## src/rtl/mips_bus_pkg.sv

```systemverilog
// Shared types and constants for the MIPS Avalon bus interface unit.
package mips_bus_pkg;

  typedef enum logic [1:0] {
    IDLE,
    BUS,
    RESP
  } state_e;

  typedef enum logic {
    GNT_INSTR,
    GNT_DATA
  } grant_e;

  localparam int unsigned ARB_FIXED = 0;
  localparam int unsigned ARB_RR    = 1;

  localparam int unsigned DATA_W = 32;
  localparam int unsigned BE_W   = 4;

  localparam logic [BE_W-1:0] WORD_BE_ALL = 4'b1111;

  // Registered Avalon command payload (address is held separately, its width is a parameter)
  typedef struct packed {
    logic              read;
    logic              write;
    logic [DATA_W-1:0] wdata;
    logic [BE_W-1:0]   be;
  } avm_cmd_t;

endpackage

```

## src/rtl/mips_bus_rr_arbiter.sv

```systemverilog
// Two-requester arbiter: fixed data priority or round-robin, with a registered last grant.
module mips_bus_rr_arbiter
  import mips_bus_pkg::*;
#(
  parameter int unsigned ARB_MODE = ARB_RR
) (
  input  logic       clk,
  input  logic       rst,
  input  logic       i_req,
  input  logic       d_req,
  input  logic       done,
  input  grant_e     done_gnt,
  output logic [1:0] gnt_c
);

  grant_e last_gnt;

  // Reset to instr so data wins the first tie
  always_ff @(posedge clk) begin
    if (rst) begin
      last_gnt <= GNT_INSTR;
    end else if (done) begin
      last_gnt <= done_gnt;
    end
  end

  // gnt_c[0] = instr, gnt_c[1] = data
  always_comb begin
    gnt_c = 2'b00;
    if (ARB_MODE == ARB_FIXED) begin
      if (d_req) begin
        gnt_c[1] = 1'b1;
      end else if (i_req) begin
        gnt_c[0] = 1'b1;
      end
    end else begin
      if (i_req && d_req) begin
        if (last_gnt == GNT_DATA) begin
          gnt_c[0] = 1'b1;
        end else begin
          gnt_c[1] = 1'b1;
        end
      end else if (d_req) begin
        gnt_c[1] = 1'b1;
      end else if (i_req) begin
        gnt_c[0] = 1'b1;
      end
    end
  end

endmodule

```

## src/rtl/mips_avalon_bus_master.sv

```systemverilog
// Bus interface unit: arbitrates instruction fetch and data access onto one Avalon master port.
module mips_avalon_bus_master
  import mips_bus_pkg::*;
#(
  parameter int unsigned ARB_MODE = ARB_RR,
  parameter int unsigned ADDR_W   = 32
) (
  input  logic              clk,
  input  logic              rst,
  input  logic              i_req,
  input  logic [ADDR_W-1:0] i_addr,
  output logic              i_ack,
  output logic [DATA_W-1:0] i_rdata,
  input  logic              d_req,
  input  logic              d_we,
  input  logic [ADDR_W-1:0] d_addr,
  input  logic [DATA_W-1:0] d_wdata,
  input  logic [BE_W-1:0]   d_be,
  output logic              d_ack,
  output logic [DATA_W-1:0] d_rdata,
  output logic [ADDR_W-1:0] address,
  output logic              read,
  output logic              write,
  output logic [DATA_W-1:0] writedata,
  output logic [BE_W-1:0]   byteenable,
  input  logic              waitrequest,
  input  logic [DATA_W-1:0] readdata,
  output logic              busy
);

  state_e            state_q, state_d;
  grant_e            gnt_q, gnt_d;
  avm_cmd_t          cmd_q, cmd_d;
  logic [ADDR_W-1:0] addr_q, addr_d;
  logic              i_ack_d, d_ack_d, busy_d;
  logic [DATA_W-1:0] i_rdata_d, d_rdata_d;
  logic [1:0]        gnt_c;
  logic              addr_lsb_unused;

  // Byte-lane bits are not part of the word address
  assign addr_lsb_unused = ^{i_addr[1:0], d_addr[1:0]};

  mips_bus_rr_arbiter #(
    .ARB_MODE (ARB_MODE)
  ) u_arb (
    .clk      (clk),
    .rst      (rst),
    .i_req    (i_req),
    .d_req    (d_req),
    .done     (state_q == RESP),
    .done_gnt (gnt_q),
    .gnt_c    (gnt_c)
  );

  assign address    = addr_q;
  assign read       = cmd_q.read;
  assign write      = cmd_q.write;
  assign writedata  = cmd_q.wdata;
  assign byteenable = cmd_q.be;

  always_ff @(posedge clk) begin
    if (rst) begin
      state_q <= IDLE;
      gnt_q   <= GNT_INSTR;
      cmd_q   <= '0;
      addr_q  <= '0;
      i_ack   <= 1'b0;
      d_ack   <= 1'b0;
      i_rdata <= '0;
      d_rdata <= '0;
      busy    <= 1'b0;
    end else begin
      state_q <= state_d;
      gnt_q   <= gnt_d;
      cmd_q   <= cmd_d;
      addr_q  <= addr_d;
      i_ack   <= i_ack_d;
      d_ack   <= d_ack_d;
      i_rdata <= i_rdata_d;
      d_rdata <= d_rdata_d;
      busy    <= busy_d;
    end
  end

  always_comb begin
    state_d   = state_q;
    gnt_d     = gnt_q;
    cmd_d     = cmd_q;
    addr_d    = addr_q;
    i_ack_d   = 1'b0;
    d_ack_d   = 1'b0;
    i_rdata_d = i_rdata;
    d_rdata_d = d_rdata;

    unique case (state_q)
      IDLE: begin
        // Latch the winner's fields; later changes on the request side are ignored
        if (gnt_c[1]) begin
          gnt_d       = GNT_DATA;
          addr_d      = {d_addr[ADDR_W-1:2], 2'b00};
          cmd_d.read  = !d_we;
          cmd_d.write = d_we;
          cmd_d.wdata = d_wdata;
          cmd_d.be    = d_be;
          state_d     = BUS;
        end else if (gnt_c[0]) begin
          gnt_d       = GNT_INSTR;
          addr_d      = {i_addr[ADDR_W-1:2], 2'b00};
          cmd_d.read  = 1'b1;
          cmd_d.write = 1'b0;
          cmd_d.wdata = '0;
          cmd_d.be    = WORD_BE_ALL;
          state_d     = BUS;
        end
      end
      BUS: begin
        if (!waitrequest) begin
          if (cmd_q.read) begin
            if (gnt_q == GNT_DATA) begin
              d_rdata_d = readdata;
            end else begin
              i_rdata_d = readdata;
            end
          end
          cmd_d.read  = 1'b0;
          cmd_d.write = 1'b0;
          i_ack_d     = (gnt_q == GNT_INSTR);
          d_ack_d     = (gnt_q == GNT_DATA);
          state_d     = RESP;
        end
      end
      RESP: begin
        state_d = IDLE;
      end
      default: begin
        state_d = IDLE;
      end
    endcase

    busy_d = (state_d != IDLE);
  end

endmodule

```

## config.mk

```make
export PLATFORM = sky130hd
export DESIGN_NAME = mips_avalon_bus_master
export DESIGN_NICKNAME = d
export VERILOG_FILES = /design/src/rtl/mips_bus_pkg.sv /design/src/rtl/mips_bus_rr_arbiter.sv /design/src/rtl/mips_avalon_bus_master.sv
export SDC_FILE = /design/constraint.sdc
export NUM_CORES = 1
export LEC_CHECK = 0
export ABC_AREA = 1
export CORE_ASPECT_RATIO = 1.5
export CORE_UTILIZATION = 41
export DETAILED_ROUTE_END_ITERATION = 6
export MAX_ROUTING_LAYER = met4
export PLACE_DENSITY = 0.8
export SLEW_MARGIN = 25
export SYNTH_ARGS = -nofsm -noshare
export SYNTH_HDL_FRONTEND = slang
export SYNTH_SLANG_ARGS = --single-unit
```

## constraint.sdc

```tcl
create_clock -name clk -period 1.4 [get_ports clk]
set_clock_uncertainty 0.1 [all_clocks]
set_input_delay 0.28 -clock clk [delete_from_list [all_inputs] [get_ports clk]]
set_output_delay 0.28 -clock clk [all_outputs]
set_load 0.01 [all_outputs]
```

==> results.cfg, run 1 <==
[cells_and_area]
areaGrowthSynthToFinish_pct = 60.5
drive_above_1_share_pct = 18.8
mostFrequentLayoutCell = nor2_1
mostFrequentLayoutCells = nor2_1 (221), nand2_1 (178), dfxtp_1 (135), clkdlybuf4s50_1 (131), clkbuf_2 (81)
final_nets = 1257

[critical_path]
required_ps = 1590
critPathMaxFanout = 5
cp_slowest_cell = dfxtp_4
timing.reg2reg.setup_slack_ps = -80
regToRegStartpoint = state_q[1]
arrival_ps = 1670
cpMostUsedCell = nor2_1
path_cells = inv_4, nand2_4, nor2_4, buf_6, clkbuf_16, nand2_2, nor2_1, nor2_1
regToRegEndpoint = address[21]
cp-start-kind = flip-flop
crit_type = reg -> reg
r2r.worst_path.cells = 8
slowest_delay_ps = 350
cp-end-kind = flip-flop

[logic_synthesis]
yosysWarningCount = 0
synth_area_um2 = 5770
synth.top_cell.area_share_pct = 48.2
synth_cell_type_count = 20
ys_seq_area_share_pct = 48.2
synth_cells = 848
synth.top_cells.by_area = dfxtp_1 (48%), nor2_1 (15%), nand2_1 (13%)
syn_avg_cell_area_um2 = 6.80
yosysTopAreaCell = dfxtp_1
ys_ff_latch = 139

[clock_tree]
cts_tree = yes
cts_num_sinks = 139
clk_path_buf_depth = 2
root_buffer = clkbuf_16
path_clk_slew_ps = 60
cts_max_level = 4
clock_latency_ps = 400
cts-buffers-inserted = 17

[timing]
timing.final.ws_setup_ps = -79.3
fin_crit_ps = 1480
fin_crit_sh_pct = 106
finalSetupViolCount = 7
rsz0062_at_grt = true
fmax_mhz = 676
setup_tns_ps = -201
slew_viol_final = 0
hold_violations = 0

[pwr]
p_sw_share_pct = 26.0
power.internal_mw = 8.09
clkPwrFrac_pct = 41.8
p_sw_mw = 2.85
pwr-share-comb_pct = 18.7
ir_drop_uv = 868
leakagePower_nw = 4.29
power.density_nw_per_um2 = 1180
p_seq_share_pct = 39.4

[drt]
drtIter0Drc = 230
finalWirelength_mm = 18.8
antenna_left = 0
drtPass1Iterations = 4
num_vias = 6286
route.detailed.drc = 0
vias_per_cell = 4.86
wl_per_cell_um = 14.6

[flow_run]
maxCapViolations = 0

[floorplanning]
fp.dieArea_um2 = 14600
ios = 275
design.core.area_um2 = 13600
die_h_um = 147
initial_utilization_pct = 42.4
placementRows = 52
die_w_um = 98.9

[place]
dp_hpwl_mm = 12.1
globalplace.congestion = 0.849
dp_slack_ps = -498
io_buffer_count = 268

[global_route]
antenna_found_initial = 1
grt_max_degree = 61
grt_pass1_wl_mm = 27.8
grt_use_total_pct = 24.5
grt_pass1_vias = 5805
overflow = 0

[min_path]
hold_class = in -> reg
hold_end = writedata[5]
min_path_cells = 3
hold_start = d_req

[outcome]
violations = negative setup slack
status = complete, but fails checks
## per-stage QoR
stage / hold WS, ps / power [mW] / instances / instance area [um2] / utilization (%)
3_3_place_gp: 349 / 6.31 / 1248 / 8710 / 64.0
2_1_floorplan: 315 / 5.25 / 849 / 5770 / -
5_1_grt: 340 / 11.4 / 1293 / 9260 / 68.1
6_report: 311 / 10.9 / 1293 / 9260 / 68.1
4_1_cts: 310 / 10.8 / 1278 / 9250 / 68.0
3_5_place_dp: 353 / 6.34 / 1248 / 8710 / 64.0
## timing repair
item,in CTS,in global routing
gates resized for setup,242,189
pin swaps,0,42
hold buffers,0,0
endpoints found under the setup margin,159,170
setup buffers,0,6
cloned,0,8
## flip-flops by register name, indices dropped and copies added (netlist names)
name and flops:
d_ack 1, i_rdata 32, d_rdata 32, busy 1
i_ack 1, u_arb.last_gnt 1, read 1, gnt_q 1
write 1, byteenable 4, state_q 2, writedata 32
address 30
## power by group through the flow
stage	clock network (mW)	registers [mW]	logic (mW)
finish	4.58	4.31	2.05
CTS	4.64	4.31	1.85
detailed placement	0	4.39	1.95
global placement	0	4.38	1.93
floorplan	0	4.48	0.768
global route	4.84	4.34	2.22
## Yosys cell counts
cell / n
buf_4: 10
dfxtp_1: 139
nand4_1: 34
buf_6: 1
nor2_1: 233
inv_1: 70
a21oi_1: 37
a31oi_1: 1
conb_1: 1
nor2_4: 2
nor2_2: 1
clkbuf_1: 22
nand2_2: 3
buf_2: 25
buf_1: 1
o21ai_0: 17
inv_2: 1
o21ai_1: 18
nand3_1: 38
nand2_1: 194
## critical path: cells and delay by family, from the launching register on
family	cells	cell delay [ps]
AND/OR/NAND/NOR	5	530
buffers and inverters	3	400
flip-flops	1	350
## cells by family after synthesis
group / after synthesis / synth area share [%]
buf+inv: 130 / 9.78
compound gates: 73 / 6.35
flops: 139 / 48.2
other cells: 1 / 0.0650
simple gates: 505 / 35.6
## cell type report
type	instances	area [um2]
flip-flops and latches	139	2790
clock inverters	11	145
clock buffers	19	453
repair buffers	310	2840
fillers	1188	4340
inverters	71	269
multi-input cells	580	2560
well taps	162	203
diodes	1	2.50
## how the worst max path moves through the flow
| stage | cells after the start | start | slack [ps] | endpoint |
|---|---|---|---|---|
| after floorplan | 6 | read | 80 | i_rdata[10] |
| after detailed placement | 7 | d_req | -500 | address[6] |
| after CTS | 1 | writedata[12] | 0.06 | writedata[12] |
| after global placement | 7 | d_req | -460 | address[15] |
| final | 8 | state_q[1] | -80 | address[21] |
| after global routing | 8 | state_q[1] | -130 | address[21] |
## routing by layer
layer / part of all wire [%] / up-vias / track usage (%)
li1: - / 3162 / -
met1: 38 / 2855 / 26.8
met2: 54 / 223 / 42.3
met3: 4.6 / 46 / 5.00
met4: 3.5 / 0 / 11.6
met5: 0 / - / -
No activity file was read; power rests on OpenSTA's default activity.
==> run 2, diff against run 1 <==
--- a/config.mk
+++ b/config.mk
@@ -11,7 +11,6 @@
 export DETAILED_ROUTE_END_ITERATION = 6
 export MAX_ROUTING_LAYER = met4
 export PLACE_DENSITY = 0.8
-export SLEW_MARGIN = 25
 export SYNTH_ARGS = -nofsm -noshare
 export SYNTH_HDL_FRONTEND = slang
 export SYNTH_SLANG_ARGS = --single-unit
==> constraint.sdc (replaced) <==
create_clock -name clk -period 1.4 [get_ports clk]
set_clock_uncertainty 0.1 [all_clocks]
set_input_delay 0.28 -clock clk [delete_from_list [all_inputs] [get_ports clk]]
set_output_delay 0.28 -clock clk [all_outputs]
set_load 0.02 [all_outputs]
==> run 2 against run 1 <==
Effect of this change: the flow now finishes without violations; register-to-register slack improved by 110 ps; sequential cell count did not move; final area fell by 3.5%; combinational power fell by 3%; critical path depth fell by 2; core utilization fell by 2.4 points; power fell by 0.86%; via count fell by 1.1%; fmax rose by 7.7%; critical path type unchanged.
==> results.cfg, run 2 (synthesized netlist as in run 1, its figures left out) <==
[drt]
antenna_left = 0
route.detailed.drc = 0
wl_per_cell_um = 14.0
num_vias = 6216
drtIter0Drc = 229
finalWirelength_mm = 18.1
drtPass1Iterations = 4
vias_per_cell = 4.80

[place]
io_buffer_count = 268
dp_hpwl_mm = 12.6
globalplace.congestion = 0.839
placed_cells = 1260
dp_slack_ps = -371

[clock_tree]
clock_latency_ps = 410
cts-buffers-inserted = 17
cts_tree = yes
cts_num_sinks = 139
cts_max_level = 4
path_clk_slew_ps = 60
hold_buffers = 0
clk_path_buf_depth = 2
root_buffer = clkbuf_16

[global_route]
grt_pass1_vias = 5937
grt_max_degree = 41
grt_pass1_wl_mm = 27.9
antenna_found_initial = 0
grt_use_total_pct = 25.1
overflow = 0

[timing]
rsz0062_at_grt = true
finalSetupViolCount = 0
fin_crit_ps = 1370
slew_viol_final = 0
fin_crit_sh_pct = 98.1
hold_violations = 0
timing.final.ws_setup_ps = 26.6
fmax_mhz = 728

[pwr]
ir_drop_uv = 749
power.density_nw_per_um2 = 1210
pwr-share-comb_pct = 18.4
leakagePower_nw = 4.35
p_sw_mw = 2.95
p_sw_share_pct = 27.2
clkPwrFrac_pct = 41.9
finalPower_mw = 10.8
p_seq_share_pct = 39.7
power.internal_mw = 7.89

[floorplanning]
die_w_um = 98.9
placementRows = 52
ios = 275
die_h_um = 147
fp.dieArea_um2 = 14600
design.core.area_um2 = 13600
initial_utilization_pct = 42.4

[cells_and_area]
n_antenna_cell = 0
fillCellCount = 1263
utilization_pct = 65.7
mostFrequentLayoutCell = nor2_1
mostFrequentLayoutCells = nor2_1 (230), nand2_1 (193), dfxtp_1 (137), clkdlybuf4s50_1 (132), buf_2 (128)
stdcell_count = 1296
drive_above_1_share_pct = 19.8
final_nets = 1261
areaGrowthSynthToFinish_pct = 54.9

[critical_path]
arrival_ps = 1580
critPathMaxFanout = 22
crit_type = reg -> reg
path_cells = buf_4, nor2_4, buf_12, nand4_1, nand2_1, nor2_1
cp_slowest_cell = dfxtp_4
critPathLaunch = state_q[0]
slowest_delay_ps = 370
cp-end-kind = flip-flop
regToRegEndpoint = read
critPathCapture = read
required_ps = 1610
regToRegStartpoint = state_q[0]
r2r.worst_path.cells = 6
cp-start-kind = flip-flop
timing.reg2reg.setup_slack_ps = 30

[flow_run]
maxCapViolations = 0

[outcome]
status = completed

[min_path]
hold_class = in -> reg
run 2: per-layer routing:
layer / GRT usage, % / vias to the layer above / share of wire (%)
li1: - / 3172 / -
met1: 25.7 / 2794 / 39
met2: 44.6 / 198 / 52
met3: 4.76 / 52 / 4.6
met4: 13.5 / 0 / 4.2
met5: - / - / 0
run 2: worst min path at each step:
stage	start	depth (start not counted)	end	slack [ps]
2_1_floorplan	d_be[3]	2	byteenable[3]	310
3_3_place_gp	writedata[17]	2	writedata[17]	350
3_5_place_dp	writedata[17]	2	writedata[17]	350
4_1_cts	d_wdata[0]	3	writedata[0]	330
5_1_grt	d_req	4	writedata[3]	320
6_report	d_req	4	writedata[3]	310
run 2: area by class of cell:
type                            instances  area [um2]  area share, %
Tap cell                              162         203           2.27
Multi-Input combinational cell        580        2450           27.4
Timing Repair Buffer                  314        2640           29.5
Inverter                               71         267           2.98
Clock buffer                           17         425           4.76
Clock inverter                         13         170           1.90
Sequential cell                       139        2790           31.2
run 2: critical path, delay by kind of cell (launching register included):
kind / cells / cell delay, ps
flip-flops: 1 / 370
buffers and inverters: 2 / 340
AND/OR/NAND/NOR: 4 / 450
run 2: stage by stage:
step                cell area (um2)  setup TNS, ps  hold WS, ps
finish                         8940              0          307
global route                   8940           -346          318
CTS                            9180              0          335
detailed placement             8860         -41960          353
global placement               8860         -40000          350
floorplan                      5780              0          315
run 2: power by group through the flow:
stage               Sequential, mW  Clock [mW]  Combinational, mW
floorplan                     4.65           0              0.771
global placement              4.39           0               2.13
detailed placement            4.39           0               2.15
CTS                           4.30        4.62               2.02
global route                  4.32        4.80               2.17
finish                        4.30        4.55               1.99
run 2: what timing repair did:
item / 4_1_cts / 5_1_grt
endpoints found under the hold margin: 0 / 0
resized for setup: 481 / 65
buffers inserted: 0 / 2
pin swaps: 0 / 1
gates cloned: 0 / 4
setup endpoints to repair: 138 / 103
==> run 3, diff against run 2 <==
--- a/config.mk
+++ b/config.mk
@@ -11,6 +11,8 @@
 export DETAILED_ROUTE_END_ITERATION = 6
 export MAX_ROUTING_LAYER = met4
 export PLACE_DENSITY = 0.8
+export RECOVER_POWER = 25
+export SLEW_MARGIN = 0
 export SYNTH_ARGS = -nofsm -noshare
 export SYNTH_HDL_FRONTEND = slang
 export SYNTH_SLANG_ARGS = --single-unit
==> run 3 against run 2 <==
Effect of this change: via count fell by 0.18%; sequential share of layout area barely moved; register-to-register slack barely moved; clock power barely moved; combinational power barely moved; non-clock buffer count did not move; worst setup slack got worse by 1.9 ps; fmax fell by 0.14%; clock-buffer cell count did not move; core utilization barely moved; wire length barely moved.
==> results.cfg, run 3 (synthesized netlist as in run 1, its figures left out) <==
[cells_and_area]
drive_above_1_share_pct = 19.8
mostFrequentLayoutCell = nor2_1
areaGrowthSynthToFinish_pct = 54.9
final_nets = 1261
stdcell_count = 1297
utilization_pct = 65.8
mostFrequentLayoutCells = nor2_1 (230), nand2_1 (193), dfxtp_1 (137), clkdlybuf4s50_1 (131), buf_2 (73)
fillCellCount = 1262

[floorplanning]
die_h_um = 147
die_w_um = 98.9
fp.dieArea_um2 = 14600
design.core.area_um2 = 13600
ios = 275
initial_utilization_pct = 42.4
placementRows = 52

[global_route]
overflow = 0
grt_pass1_wl_mm = 27.9
antenna_found_initial = 1
grt_max_degree = 41
grt_use_total_pct = 25.1
grt_pass1_vias = 5937

[critical_path]
cp-start-kind = flip-flop
regToRegEndpoint = read
critPathMaxFanout = 22
arrival_ps = 1580
critPathLaunch = state_q[0]
required_ps = 1600
regToRegStartpoint = state_q[0]
cp-end-kind = flip-flop
critPathCapture = read
crit_type = reg -> reg
timing.reg2reg.setup_slack_ps = 20
r2r.worst_path.cells = 6

[pwr]
clkPwrFrac_pct = 42.0
p_seq_share_pct = 39.7
finalPower_mw = 10.8
ir_drop_uv = 750
p_sw_share_pct = 27.2
power.internal_mw = 7.89
power.density_nw_per_um2 = 1210
pwr-share-comb_pct = 18.3
leakagePower_nw = 4.31
p_sw_mw = 2.95

[outcome]
status = completed

[timing]
rsz0062_at_grt = true
fin_crit_ps = 1380
fmax_mhz = 727
hold_violations = 0
finalSetupViolCount = 0
slew_viol_final = 0
fin_crit_sh_pct = 98.2
setup_tns_ps = 0

[clock_tree]
cts_num_sinks = 139
cts_max_level = 4
hold_buffers = 0
cts_tree = yes
cts-buffers-inserted = 17
root_buffer = clkbuf_16
path_clk_slew_ps = 60
clk_path_buf_depth = 2
clock_latency_ps = 410

[place]
globalplace.congestion = 0.839
dp_hpwl_mm = 12.6
placed_cells = 1260
io_buffer_count = 268

[drt]
drtIter0Drc = 248
route.detailed.drc = 0
vias_per_cell = 4.78
wl_per_cell_um = 13.9
drtPass1Iterations = 4
finalWirelength_mm = 18.1
antenna_left = 0
num_vias = 6205

[flow_run]
maxCapViolations = 0

[min_path]
hold_class = in -> reg
run 3: cell types whose count changed in the layout (fill, tap and decap cells not counted):
cell,previous run,this run
diode_2,0,1
buf_2,128,73
inv_2,2,1
dlygate4sd3_1,0,1
inv_1,69,70
clkdlybuf4s50_1,132,131
clkbuf_2,0,55
run 3: how the worst min path moves through the flow:
stage / startpoint / slack [ps] / depth (start not counted) / to
floorplan: d_be[3] / 310 / 2 / byteenable[3]
global placement: writedata[17] / 350 / 2 / writedata[17]
detailed placement: writedata[17] / 350 / 2 / writedata[17]
CTS: d_wdata[0] / 330 / 3 / writedata[0]
global route: d_req / 320 / 4 / writedata[3]
finish: d_req / 310 / 4 / writedata[4]
run 3: final cells by class:
| class | count | area (um2) | area share, % |
|---|---|---|---|
| flip-flops and latches | 139 | 2790 | 31.2 |
| repair buffers | 314 | 2640 | 29.5 |
| multi-input cells | 580 | 2450 | 27.4 |
| clock buffers | 17 | 425 | 4.76 |
| inverters | 71 | 267 | 2.98 |
| well taps | 162 | 203 | 2.27 |
| clock inverters | 13 | 170 | 1.90 |
| diodes | 1 | 2.50 | 0.0280 |
run 3: per-stage QoR:
step           hold WS (ps)  area (um2)  worst slack, ps
2_1_floorplan           315        5780             55.2
3_3_place_gp            350        8860             -367
3_5_place_dp            353        8860             -371
4_1_cts                 335        9180            0.925
5_1_grt                 318        8940            -36.7
6_report                311        8940             24.7
run 3: routing by layer:
metal	wire, um	vias up	global-route usage [%]
met1	7000	2766	25.7
met4	779	0	13.5
met3	884	54	4.76
met2	9410	209	44.6
met5	0	-	-
li1	-	3176	-
run 3: what timing repair did:
item                                   4_1_cts  5_1_grt
cloned                                       0        4
pin swaps                                    0        1
setup endpoints to repair                  138      103
gates resized for setup                    481       65
buffers inserted                             0        2
endpoints found under the hold margin        0        0
run 3: critical path, cell delays in order, from the launching register on:
cell     delay (ps)
dfxtp_4         370
buf_4           150
nor2_4          170
buf_12          190
nand4_1         150
nand2_1         100
nor2_1           40
run 3: power groups by stage:
| stage | Clock, mW | Combinational (mW) | Sequential [mW] |
|---|---|---|---|
| 3_3_place_gp | 0 | 2.13 | 4.39 |
| 6_report | 4.55 | 1.99 | 4.30 |
| 4_1_cts | 4.62 | 2.02 | 4.30 |
| 2_1_floorplan | 0 | 0.771 | 4.65 |
| 3_5_place_dp | 0 | 2.15 | 4.39 |
| 5_1_grt | 4.80 | 2.17 | 4.33 |
